`config.mk`:
```
export PLATFORM = sky130hd
export DESIGN_NAME = alu_exec_ctrl
export DESIGN_NICKNAME = d
export VERILOG_FILES = /design/src/rtl/alu_pkg.sv /design/src/rtl/alu_exec_ctrl_cond_eval.sv /design/src/rtl/alu_exec_ctrl.sv
export SDC_FILE = /design/constraint.sdc
export NUM_CORES = 1
export LEC_CHECK = 0
export ABC_AREA = 1
export BUFFER_PORTS_ARGS = -buffer_cell sky130_fd_sc_hd__buf_2
export CAP_MARGIN = 10
export CORE_MARGIN = 2
export CORE_UTILIZATION = 49
export DETAILED_ROUTE_END_ITERATION = 7
export HOLD_SLACK_MARGIN = 0.05
export PLACE_DENSITY_LB_ADDON = 0.08
export SLEW_MARGIN = 20
export SYNTH_ARGS = -nofsm -noshare
export SYNTH_HDL_FRONTEND = slang
export SYNTH_SLANG_ARGS = --single-unit
```
`constraint.sdc`:
```
create_clock -name clk -period 5.9 [get_ports clk]
set_input_delay 0.59 -clock clk [delete_from_list [all_inputs] [get_ports clk]]
set_output_delay 0.59 -clock clk [all_outputs]
set_load 0.01 [all_outputs]
```
`src/rtl/alu_pkg.sv`:
```
// Shared definitions for the execute-stage sequencer: condition codes,
// ALU opcodes, sequencer state encoding and NZCV flag bit positions.
package alu_pkg;

  // ARM condition field encodings
  localparam logic [3:0] COND_EQ = 4'b0000;
  localparam logic [3:0] COND_NE = 4'b0001;
  localparam logic [3:0] COND_CS = 4'b0010;
  localparam logic [3:0] COND_CC = 4'b0011;
  localparam logic [3:0] COND_MI = 4'b0100;
  localparam logic [3:0] COND_PL = 4'b0101;
  localparam logic [3:0] COND_VS = 4'b0110;
  localparam logic [3:0] COND_VC = 4'b0111;
  localparam logic [3:0] COND_HI = 4'b1000;
  localparam logic [3:0] COND_LS = 4'b1001;
  localparam logic [3:0] COND_GE = 4'b1010;
  localparam logic [3:0] COND_LT = 4'b1011;
  localparam logic [3:0] COND_GT = 4'b1100;
  localparam logic [3:0] COND_LE = 4'b1101;
  localparam logic [3:0] COND_AL = 4'b1110;
  localparam logic [3:0] COND_NV = 4'b1111;

  // ALU operation codes
  localparam logic [4:0] OP_AND = 5'b00000;
  localparam logic [4:0] OP_EOR = 5'b00001;
  localparam logic [4:0] OP_SUB = 5'b00010;
  localparam logic [4:0] OP_RSB = 5'b00011;
  localparam logic [4:0] OP_ADD = 5'b00100;
  localparam logic [4:0] OP_TST = 5'b01000;
  localparam logic [4:0] OP_TEQ = 5'b01001;
  localparam logic [4:0] OP_CMP = 5'b01010;
  localparam logic [4:0] OP_CMN = 5'b01011;
  localparam logic [4:0] OP_ORR = 5'b01100;
  localparam logic [4:0] OP_MOV = 5'b01101;
  localparam logic [4:0] OP_BIC = 5'b01110;
  localparam logic [4:0] OP_MVN = 5'b01111;

  // Sequencer states
  typedef enum logic [1:0] {
    ST_IDLE = 2'd0,
    ST_EXEC = 2'd1,
    ST_WB   = 2'd2
  } state_e;

  // Bit positions inside a {N,Z,C,V} nibble
  localparam int FLAG_N = 3;
  localparam int FLAG_Z = 2;
  localparam int FLAG_C = 1;
  localparam int FLAG_V = 0;

  // Compare ops write flags only, never a register
  function automatic logic is_cmp_op(input logic [4:0] op);
    return (op == OP_TST) || (op == OP_TEQ) || (op == OP_CMP) || (op == OP_CMN);
  endfunction

  // Arithmetic ops own the C and V flags; logical ops leave them alone
  function automatic logic is_arith_op(input logic [4:0] op);
    return (op == OP_SUB) || (op == OP_RSB) || (op == OP_ADD) ||
           (op == OP_CMP) || (op == OP_CMN);
  endfunction

endpackage

```
`src/rtl/alu_exec_ctrl_cond_eval.sv`:
```
// Combinational ARM condition evaluator: decides whether an instruction
// with the given condition field executes under the given NZCV flags.
module cond_eval
  import alu_pkg::*;
(
  input  logic [3:0] cond_i,
  input  logic [3:0] nzcv_i,
  output logic       pass_o
);

  logic n, z, c, v;

  assign n = nzcv_i[FLAG_N];
  assign z = nzcv_i[FLAG_Z];
  assign c = nzcv_i[FLAG_C];
  assign v = nzcv_i[FLAG_V];

  // Decode all sixteen condition codes; NV never executes
  always_comb begin
    pass_o = 1'b0;
    case (cond_i)
      COND_EQ: pass_o = z;
      COND_NE: pass_o = !z;
      COND_CS: pass_o = c;
      COND_CC: pass_o = !c;
      COND_MI: pass_o = n;
      COND_PL: pass_o = !n;
      COND_VS: pass_o = v;
      COND_VC: pass_o = !v;
      COND_HI: pass_o = c && !z;
      COND_LS: pass_o = !c || z;
      COND_GE: pass_o = (n == v);
      COND_LT: pass_o = (n != v);
      COND_GT: pass_o = !z && (n == v);
      COND_LE: pass_o = z || (n != v);
      COND_AL: pass_o = 1'b1;
      COND_NV: pass_o = 1'b0;
      default: pass_o = 1'b0;
    endcase
  end

endmodule

```
`src/rtl/alu_exec_ctrl.sv`:
```
// Execute-stage sequencer. Takes one decoded data-processing instruction,
// runs it through the external combinational ALU for one cycle, updates the
// architectural NZCV flags and hands any register result to the write port.
//
// Handshakes: a transfer happens on a rising edge where valid and ready are
// both high. The producer holds valid and its payload stable until then; the
// consumer may change ready freely. in_valid/in_ready face decode,
// wb_valid/wb_ready face the register file.
module alu_exec_ctrl
  import alu_pkg::*;
#(
  parameter int CNT_W = 16,
  parameter int OP_W  = 5
) (
  input  logic             clk,
  input  logic             reset,
  input  logic             in_valid,
  output logic             in_ready,
  input  logic [3:0]       in_cond,
  input  logic [OP_W-1:0]  in_op,
  input  logic             in_s,
  input  logic [3:0]       in_rd,
  input  logic [31:0]      in_a,
  input  logic [31:0]      in_b,
  output logic [OP_W-1:0]  alu_op,
  output logic [31:0]      alu_a,
  output logic [31:0]      alu_b,
  input  logic [31:0]      alu_result,
  input  logic [3:0]       alu_nzcv,
  output logic             wb_valid,
  input  logic             wb_ready,
  output logic [3:0]       wb_rd,
  output logic [31:0]      wb_data,
  output logic [3:0]       flags,
  output logic [CNT_W-1:0] retired_cnt,
  output logic [CNT_W-1:0] skipped_cnt,
  output logic [1:0]       dbg_state
);

  state_e            state_q;
  logic [3:0]        cond_q;
  logic              s_q;
  logic [3:0]        rd_q;
  logic [OP_W-1:0]   alu_op_q;
  logic [31:0]       alu_a_q;
  logic [31:0]       alu_b_q;
  logic              in_ready_q;
  logic              wb_valid_q;
  logic [3:0]        wb_rd_q;
  logic [31:0]       wb_data_q;
  logic [3:0]        flags_q;
  logic [3:0]        flags_d;
  logic [CNT_W-1:0]  retired_q;
  logic [CNT_W-1:0]  skipped_q;

  logic pass;
  logic op_supported;
  logic op_cmp;
  logic op_arith;

  cond_eval u_cond_eval (
    .cond_i (cond_q),
    .nzcv_i (flags_q),
    .pass_o (pass)
  );

  // Classify the held opcode and form the candidate new flags
  always_comb begin
    op_supported    = (alu_op_q < OP_W'(16));
    op_cmp          = is_cmp_op(alu_op_q[4:0]);
    op_arith        = is_arith_op(alu_op_q[4:0]);
    flags_d         = flags_q;
    flags_d[FLAG_N] = alu_nzcv[FLAG_N];
    flags_d[FLAG_Z] = alu_nzcv[FLAG_Z];
    if (op_arith) begin
      flags_d[FLAG_C] = alu_nzcv[FLAG_C];
      flags_d[FLAG_V] = alu_nzcv[FLAG_V];
    end
  end

  // Sequencer: accept, execute for one cycle, then optionally write back.
  // The ALU operand registers double as the operand holding registers, so
  // they are loaded on accept and stay frozen until the next accept.
  always_ff @(posedge clk or posedge reset) begin
    if (reset) begin
      state_q    <= ST_IDLE;
      cond_q     <= 4'd0;
      s_q        <= 1'b0;
      rd_q       <= 4'd0;
      alu_op_q   <= '0;
      alu_a_q    <= 32'd0;
      alu_b_q    <= 32'd0;
      in_ready_q <= 1'b1;
      wb_valid_q <= 1'b0;
      wb_rd_q    <= 4'd0;
      wb_data_q  <= 32'd0;
      flags_q    <= 4'd0;
      retired_q  <= '0;
      skipped_q  <= '0;
    end else begin
      case (state_q)
        ST_IDLE: begin
          if (in_valid && in_ready_q) begin
            cond_q     <= in_cond;
            s_q        <= in_s;
            rd_q       <= in_rd;
            alu_op_q   <= in_op;
            alu_a_q    <= in_a;
            alu_b_q    <= in_b;
            in_ready_q <= 1'b0;
            state_q    <= ST_EXEC;
          end
        end
        ST_EXEC: begin
          if (!pass || !op_supported) begin
            skipped_q  <= skipped_q + CNT_W'(1);
            in_ready_q <= 1'b1;
            state_q    <= ST_IDLE;
          end else if (op_cmp) begin
            flags_q    <= flags_d;
            retired_q  <= retired_q + CNT_W'(1);
            in_ready_q <= 1'b1;
            state_q    <= ST_IDLE;
          end else begin
            wb_data_q  <= alu_result;
            wb_rd_q    <= rd_q;
            wb_valid_q <= 1'b1;
            if (s_q) begin
              flags_q <= flags_d;
            end
            retired_q  <= retired_q + CNT_W'(1);
            state_q    <= ST_WB;
          end
        end
        ST_WB: begin
          if (wb_ready) begin
            wb_valid_q <= 1'b0;
            in_ready_q <= 1'b1;
            state_q    <= ST_IDLE;
          end
        end
        default: begin
          in_ready_q <= 1'b1;
          wb_valid_q <= 1'b0;
          state_q    <= ST_IDLE;
        end
      endcase
    end
  end

  assign in_ready    = in_ready_q;
  assign alu_op      = alu_op_q;
  assign alu_a       = alu_a_q;
  assign alu_b       = alu_b_q;
  assign wb_valid    = wb_valid_q;
  assign wb_rd       = wb_rd_q;
  assign wb_data     = wb_data_q;
  assign flags       = flags_q;
  assign retired_cnt = retired_q;
  assign skipped_cnt = skipped_q;
  assign dbg_state   = state_q;

endmodule

```
Yosys cells after proc, flatten, opt, wreduce, memory -nomap -nowiden
Cells that the tools add are included.
{"block": "word_totals", "output_inout_bits": 145, "in_bits": 118, "reg_bits": 154}
{"block": "op_classes", "n_lt_le_gt_ge": 1, "n_addsub": 2, "bitwise_logic": 3, "n_reduce_logical": 30, "mux": 18, "n_eq_ne": 31}
{"op": "16-bit by 1-bit adder with 16-bit output, second input constant", "n": 2}
{"op": "4-bit equality test, second input constant", "n": 8}
{"op": "5-bit by 4-bit equality test with 1-bit output, second input constant", "n": 4}
{"op": "4-bit by 3-bit equality test with 1-bit output, second input constant", "n": 4}
{"op": "1-bit one-hot mux with 16 select lines", "n": 1}
{"op": "5-bit by 2-bit equality test with 1-bit output, second input constant", "n": 2}
{"op": "1-bit logical OR", "n": 10}
{"op": "2-bit 2-to-1 mux", "n": 5}
{"op": "3-bit AND reduction", "n": 3}
{"op": "4-bit by 2-bit equality test with 1-bit output, second input constant", "n": 2}
{"op": "4-bit 2-to-1 mux", "n": 2}
{"op": "2-bit != test, second input constant", "n": 4}
{"op": "2-bit AND reduction", "n": 4}
{"op": "1-bit 2-to-1 mux", "n": 7}
{"op": "1-bit logical NOT", "n": 6}
{"op": "1-bit one-hot mux with 3 select lines", "n": 2}
{"op": "2-bit one-hot mux with 3 select lines", "n": 1}
{"op": "5-bit by 3-bit equality test with 1-bit output, second input constant", "n": 1}
{"op": "5-bit less-than comparator, second input constant", "n": 1}
{"op": "4-bit by 1-bit equality test with 1-bit output, second input constant", "n": 1}
{"op": "4-bit logical NOT", "n": 1}
{"op": "4-bit AND reduction", "n": 1}
{"op": "1-bit logical AND", "n": 3}
{"op": "3-bit != test, second input constant", "n": 1}
{"op": "7 further kinds", "n": 9}

Logic depth before layout (Yosys ltp)
{"block": "depth", "word_depth": 8, "mapped_depth": 15, "mapped_depth_nobuf": 14}

By module
Synthesis repeated with hierarchy kept, for this count alone.
{"block": "unflattened", "hier_cells": 808, "area_unflattened_um2": 6660.1}
{"module": "alu_exec_ctrl", "instances": 1, "area_per_inst_um2": 6454.9, "cells_per_inst": 763}
{"module": "cond_eval", "instances": 1, "area_per_inst_um2": 205.2, "cells_per_inst": 45}

Least setup slack after synthesis
OpenSTA, ideal clock, no wires.
{"block": "synth_timing", "path_type": "register to register", "start": "register skipped_q[0] (netlist: skipped_cnt[0])", "end": "register skipped_q[10] (netlist: skipped_cnt[10])", "setup_ns": 0.123, "stages_incl_launch_ff": 9, "t_arrival_ns": 1.565, "t_required_ns": 5.777, "n_path_buf": 0, "synth_period_minus_slack_ns": 1.688, "slack_ns": 4.212, "cell_sequence": "dfrtp_1 > ha_1 > nand2_1 > nor2_1 > nand3_1 > nor3_1 > nand3_1 > o21ai_0 > nand2_1"}
{"block": "synth_between", "elab_chain_len": 1}
{"element": "start, declared", "line": "alu_exec_ctrl.sv:54", "rtl": "logic [CNT_W-1:0] skipped_q;"}
{"element": "start signal, assigned", "line": "alu_exec_ctrl.sv:116", "rtl": "skipped_q <= skipped_q + CNT_W'(1);"}
{"element": "16-bit by 1-bit adder with 16-bit output", "line": "alu_exec_ctrl.sv:116"}
Every way passes these cells.
A chain may end at the register's enable or synchronous reset.

Final worst setup path
{"block": "layout_timing", "start": "register alu_op_q[2] (netlist: alu_op[2])", "end": "register in_ready_q (netlist: in_ready)"}
{"block": "layout_between", "elab_chain_len": 6, "word_cells_on_any_way": 14, "classes_between": "order compare: 1; eq/ne: 5; mux: 2; reduce/logical: 6"}
{"element": "start, declared", "line": "alu_exec_ctrl.sv:44", "rtl": "logic [OP_W-1:0] alu_op_q;"}
{"element": "start signal, assigned", "line": "alu_exec_ctrl.sv:107", "rtl": "alu_op_q <= in_op;"}
{"element": "parallel branches: the longest is 6 deep, another holds 5-bit less-than comparator"}
{"element": "end signal, assigned", "line": "alu_exec_ctrl.sv:93", "rtl": "in_ready_q <= 1'b1;"}
{"element": "end signal, assigned", "line": "alu_exec_ctrl.sv:110", "rtl": "in_ready_q <= 1'b0;"}
{"element": "end signal, assigned", "line": "alu_exec_ctrl.sv:117", "rtl": "in_ready_q <= 1'b1;"}
{"element": "end, declared", "line": "alu_exec_ctrl.sv:47", "rtl": "logic in_ready_q;"}
Several ways; the timed one is not identified.

==> impl_results.rst <==
.. list-table::
   :header-rows: 1

   * - Metric
     - Value
   * - Area growth from synthesis to final layout
     - 28.8%
   * - Count of cells resized by post-cts repair
     - 0
   * - Type of the worst setup path
     - reg -> reg
   * - CTS clock-pin slew for the worst setup and hold paths
     - 60 ps
   * - Final count of pins violating max slew
     - 0
   * - Count of vias placed by the detailed router
     - 5971
   * - Synthesized net count
     - 932
   * - Wire length per cell after detailed routing
     - 13.8 um
   * - Actual transition at the worst max-transition pin
     - 940 ps
   * - Global route total overflow
     - 0
   * - Floorplan core area
     - 0.0138 mm^2
   * - Yosys reg bits
     - 154
   * - Cts bufs inserted
     - 17
   * - Final setup violation count
     - 0
   * - Crit path buffers/inverters
     - 2
   * - Via count of the first global-routing pass
     - 5487
   * - End-of-flow core utilization
     - 64.1%
   * - Largest fanout on the critical path
     - 38
   * - Critical Path End Type
     - register
   * - Vias/cell
     - 4.76
   * - Synthesized cell area
     - 0.00685 mm^2
   * - DRT antenna net count
     - 0
   * - Maximum buffer depth of the clock tree
     - 2
   * - Classification of the worst-slack hold path
     - in -> async
   * - Area share of and/or/nand/nor cells after synthesis
     - 32.0%
   * - Power density over cell area
     - 472 mW/mm^2
   * - Count of buffers added by post-CTS timing repair for setup
     - 0
   * - Worst stage delay on the critical path
     - 710 ps
   * - Element type at the critical path start
     - register
   * - Detailed route wirelength on metal2
     - 8.28 mm
   * - Count of inserted antenna diode cells
     - 0
   * - Final worst path period need
     - 2550 ps
   * - Overall die width
     - 122 um
   * - Run status
     - completed
   * - Worst Setup Slack post-DPL
     - 3180 ps
   * - Worst-skew pair later-pin latency
     - 410 ps
   * - Area share of fa/ha/maj cells after synthesis
     - 0.365%
   * - Fraction of final layout cells with drive strength greater than 1
     - 30.7%
   * - Period utilisation layout
     - 43.3%
   * - Top layer in use
     - met4
   * - Upper clock frequency limit
     - 392 MHz
   * - Cells along the critical path
     - inv_1 -> nand3_2 -> nand4_1 -> buf_4 -> nand2_1 -> nand2_1 -> nand2_1
   * - Global-route wire length before repair
     - 27.5 mm
   * - Max-slew headroom
     - 37.3%
   * - Number of antenna violations at the first check in global routing
     - 0
   * - Clock tree from TritonCTS
     - yes
   * - Drc violations
     - 0
   * - Tot GR Track Use
     - 23.7%
   * - Max-cap viol count
     - 0
   * - Count of pins on the block boundary
     - 263
   * - Leak pwr
     - 0.00483 uW
   * - Main combinational cell family by area after synthesis
     - simple AND/OR/NAND/NOR gates
   * - Weighted congestion at the end of routability-driven global placement
     - 0.864
   * - Yosys synthesis warning count
     - 0
   * - Overall power of the completed layout
     - 4170 uW
   * - Length of routed met3 wiring
     - 1.32 mm
   * - Worst path required time
     - 6250 ps
   * - Initial core utilization
     - 49.7%
   * - Wire length on met1
     - 7.35 mm
   * - Share of the synthesized netlist area taken by xor and xnor gates
     - 3.07%
   * - Worst setup slack after layout
     - 3350 ps
   * - Num Clock Sinks
     - 154
   * - Number of nets in the finished design
     - 1183
   * - Die Area
     - 0.0149 mm^2
   * - Detailed placement HPWL
     - 12.3 mm
   * - Floorplan die height
     - 122 um
   * - Endpoints failing hold
     - 0
   * - Row count
     - 43
   * - Compound-Gate Fraction of Synth Area
     - 2.56%
   * - Netlist cell types
     - 30
   * - Critical Path Slowest Stage Cell
     - sky130_fd_sc_hd__nand3_2
   * - Iteration-0 DRC count of the detailed router
     - 360
   * - Syn Area/Cell
     - 8.44 um^2
   * - Number of cells produced by synthesis
     - 812
   * - Register area share after synthesis
     - 56.3%
   * - Maximum ir drop on the vdd rail
     - 0.251 mV
   * - Count of buffers inserted at the top-level ports
     - 262
   * - Final Routed Wirelength
     - 17.3 mm
   * - Most numerous cell on the critical path
     - sky130_fd_sc_hd__nand2_1
   * - Top delay family on crit path
     - simple AND/OR/NAND/NOR gates
   * - Critical path arrival
     - 2900 ps
   * - Pin count of the biggest net entering global routing
     - 113
   * - CTS H-tree lvls
     - 4
   * - Setup Skew
     - 5.51 ps
   * - Mux share of post-synthesis cell area
     - 0%
   * - Root buffer cell
     - sky130_fd_sc_hd__clkbuf_16
   * - Number of buffers inserted by hold repair at cts
     - 0
   * - Pre-antenna DRT Iters
     - 4
   * - Setup repair after global routing missed its margin
     - false
   * - Total negative slack for setup checks
     - 0 ps
kinds of logic after synthesis:
group | Yosys count
AND/OR/NAND/NOR | 518
AO/OA/AOI/OAI | 34
XOR/XNOR | 24
buffers and inverters | 80
adder cells (fa/ha/maj) | 2
flip-flops | 154
metal layers:
metal | up-vias | global-route usage, %
met2 | 203 | 37.3
met5 | - | 0
li1 | 3032 | -
met4 | 0 | 8.26
met3 | 20 | 7.34
met1 | 2716 | 31.3
registers in the layout (all words and copies together), names as in the netlist, 4 cells and up:
name and cells:
skipped_cnt 16, alu_b 32, retired_cnt 16, alu_op 5
wb_data 32, rd_q 4, flags 4, cond_q 4
alu_a 32, wb_rd 4
worst register-to-register path, stage by stage, from the launching register on:
cell and delay [ps]:
sky130_fd_sc_hd__dfrtp_1 380, sky130_fd_sc_hd__inv_1 100, sky130_fd_sc_hd__nand3_2 710, sky130_fd_sc_hd__nand4_1 710
sky130_fd_sc_hd__buf_4 400, sky130_fd_sc_hd__nand2_1 90, sky130_fd_sc_hd__nand2_1 60, sky130_fd_sc_hd__nand2_1 40
placed cells by master, fill, tap and decap left out, types with 4 or more instances in the layout:
cell and n:
sky130_fd_sc_hd__nor3_1 10, sky130_fd_sc_hd__clkbuf_16 17, sky130_fd_sc_hd__nand3_1 44, sky130_fd_sc_hd__nand4_1 4, sky130_fd_sc_hd__nand2_1 404, sky130_fd_sc_hd__inv_2 5
sky130_fd_sc_hd__nor4_1 9, sky130_fd_sc_hd__nor2_1 18, sky130_fd_sc_hd__o21ai_1 11, sky130_fd_sc_hd__xnor2_1 6, sky130_fd_sc_hd__buf_4 5, sky130_fd_sc_hd__buf_2 262
sky130_fd_sc_hd__o21ai_0 18, sky130_fd_sc_hd__xor2_1 18, sky130_fd_sc_hd__clkbuf_8 4, sky130_fd_sc_hd__inv_1 39, sky130_fd_sc_hd__nand3_2 19, sky130_fd_sc_hd__dfrtp_1 153
cell type report:
cell class / count / area, um^2
Fill cell: 1276 / 4950
Sequential cell: 154 / 3850
Multi-Input combinational cell: 578 / 2620
Timing Repair Buffer: 267 / 1350
Clock buffer: 24 / 492
Tap cell: 180 / 225
Inverter: 45 / 176
Clock inverter: 7 / 114
Yosys cell counts:
cell / instances / area (um^2)
sky130_fd_sc_hd__buf_12: 3 / 60.1
sky130_fd_sc_hd__or2_2: 1 / 6.26
sky130_fd_sc_hd__or2_0: 1 / 6.26
sky130_fd_sc_hd__o21ai_1: 11 / 55.1
sky130_fd_sc_hd__a21oi_1: 3 / 15.0
sky130_fd_sc_hd__nand3_1: 45 / 225
sky130_fd_sc_hd__buf_2: 8 / 40.0
sky130_fd_sc_hd__nor2_1: 19 / 71.3
sky130_fd_sc_hd__clkbuf_1: 19 / 71.3
sky130_fd_sc_hd__dfstp_2: 1 / 26.3
sky130_fd_sc_hd__nand2_2: 3 / 18.8
sky130_fd_sc_hd__nor2_2: 1 / 6.26
sky130_fd_sc_hd__buf_6: 4 / 45.0
sky130_fd_sc_hd__nand2_1: 404 / 1520
sky130_fd_sc_hd__o21ai_0: 18 / 90.1
sky130_fd_sc_hd__xor2_1: 18 / 158
sky130_fd_sc_hd__inv_2: 4 / 15.0
sky130_fd_sc_hd__nor2_4: 1 / 11.3
sky130_fd_sc_hd__ha_1: 2 / 25.0
sky130_fd_sc_hd__xnor2_1: 6 / 52.6
sky130_fd_sc_hd__nor3_1: 10 / 50.1
sky130_fd_sc_hd__nand4_1: 4 / 25.0
sky130_fd_sc_hd__inv_1: 41 / 154
sky130_fd_sc_hd__nand3_2: 18 / 180
sky130_fd_sc_hd__nor4_1: 9 / 56.3
sky130_fd_sc_hd__a211oi_1: 1 / 7.51
sky130_fd_sc_hd__o21a_1: 1 / 7.51
sky130_fd_sc_hd__dfrtp_1: 153 / 3830
sky130_fd_sc_hd__buf_4: 1 / 7.51
sky130_fd_sc_hd__nor3_2: 2 / 20.0
stage by stage:
step,hold slack [ps],instance area [um^2],instances
after floorplan,434,6850,812
after global placement,450,8220,1224
after detailed placement,454,8220,1224
after CTS,352,8820,1255
after global routing,360,8830,1255
final,255,8830,1255
where the power goes:
part	switching [uW]	internal (uW)	total (uW)
clock network	411	707	1120
logic	834	524	1360
registers	246	1450	1690
final timing paths:
check	cells after the start	slack [ps]	to	startpoint
min reg2reg	2	470	alu_a[2]	alu_a[2]
min	2	260	alu_b[12]	reset
max	7	3350	in_ready	alu_op[2]
max reg2reg	7	3350	in_ready	alu_op[2]
min in group clk	3	370	alu_b[8]	in_b[8]
max in group asynchronous	3	4470	wb_data[2]	reset
No activity file was read; power rests on OpenSTA's default activity.
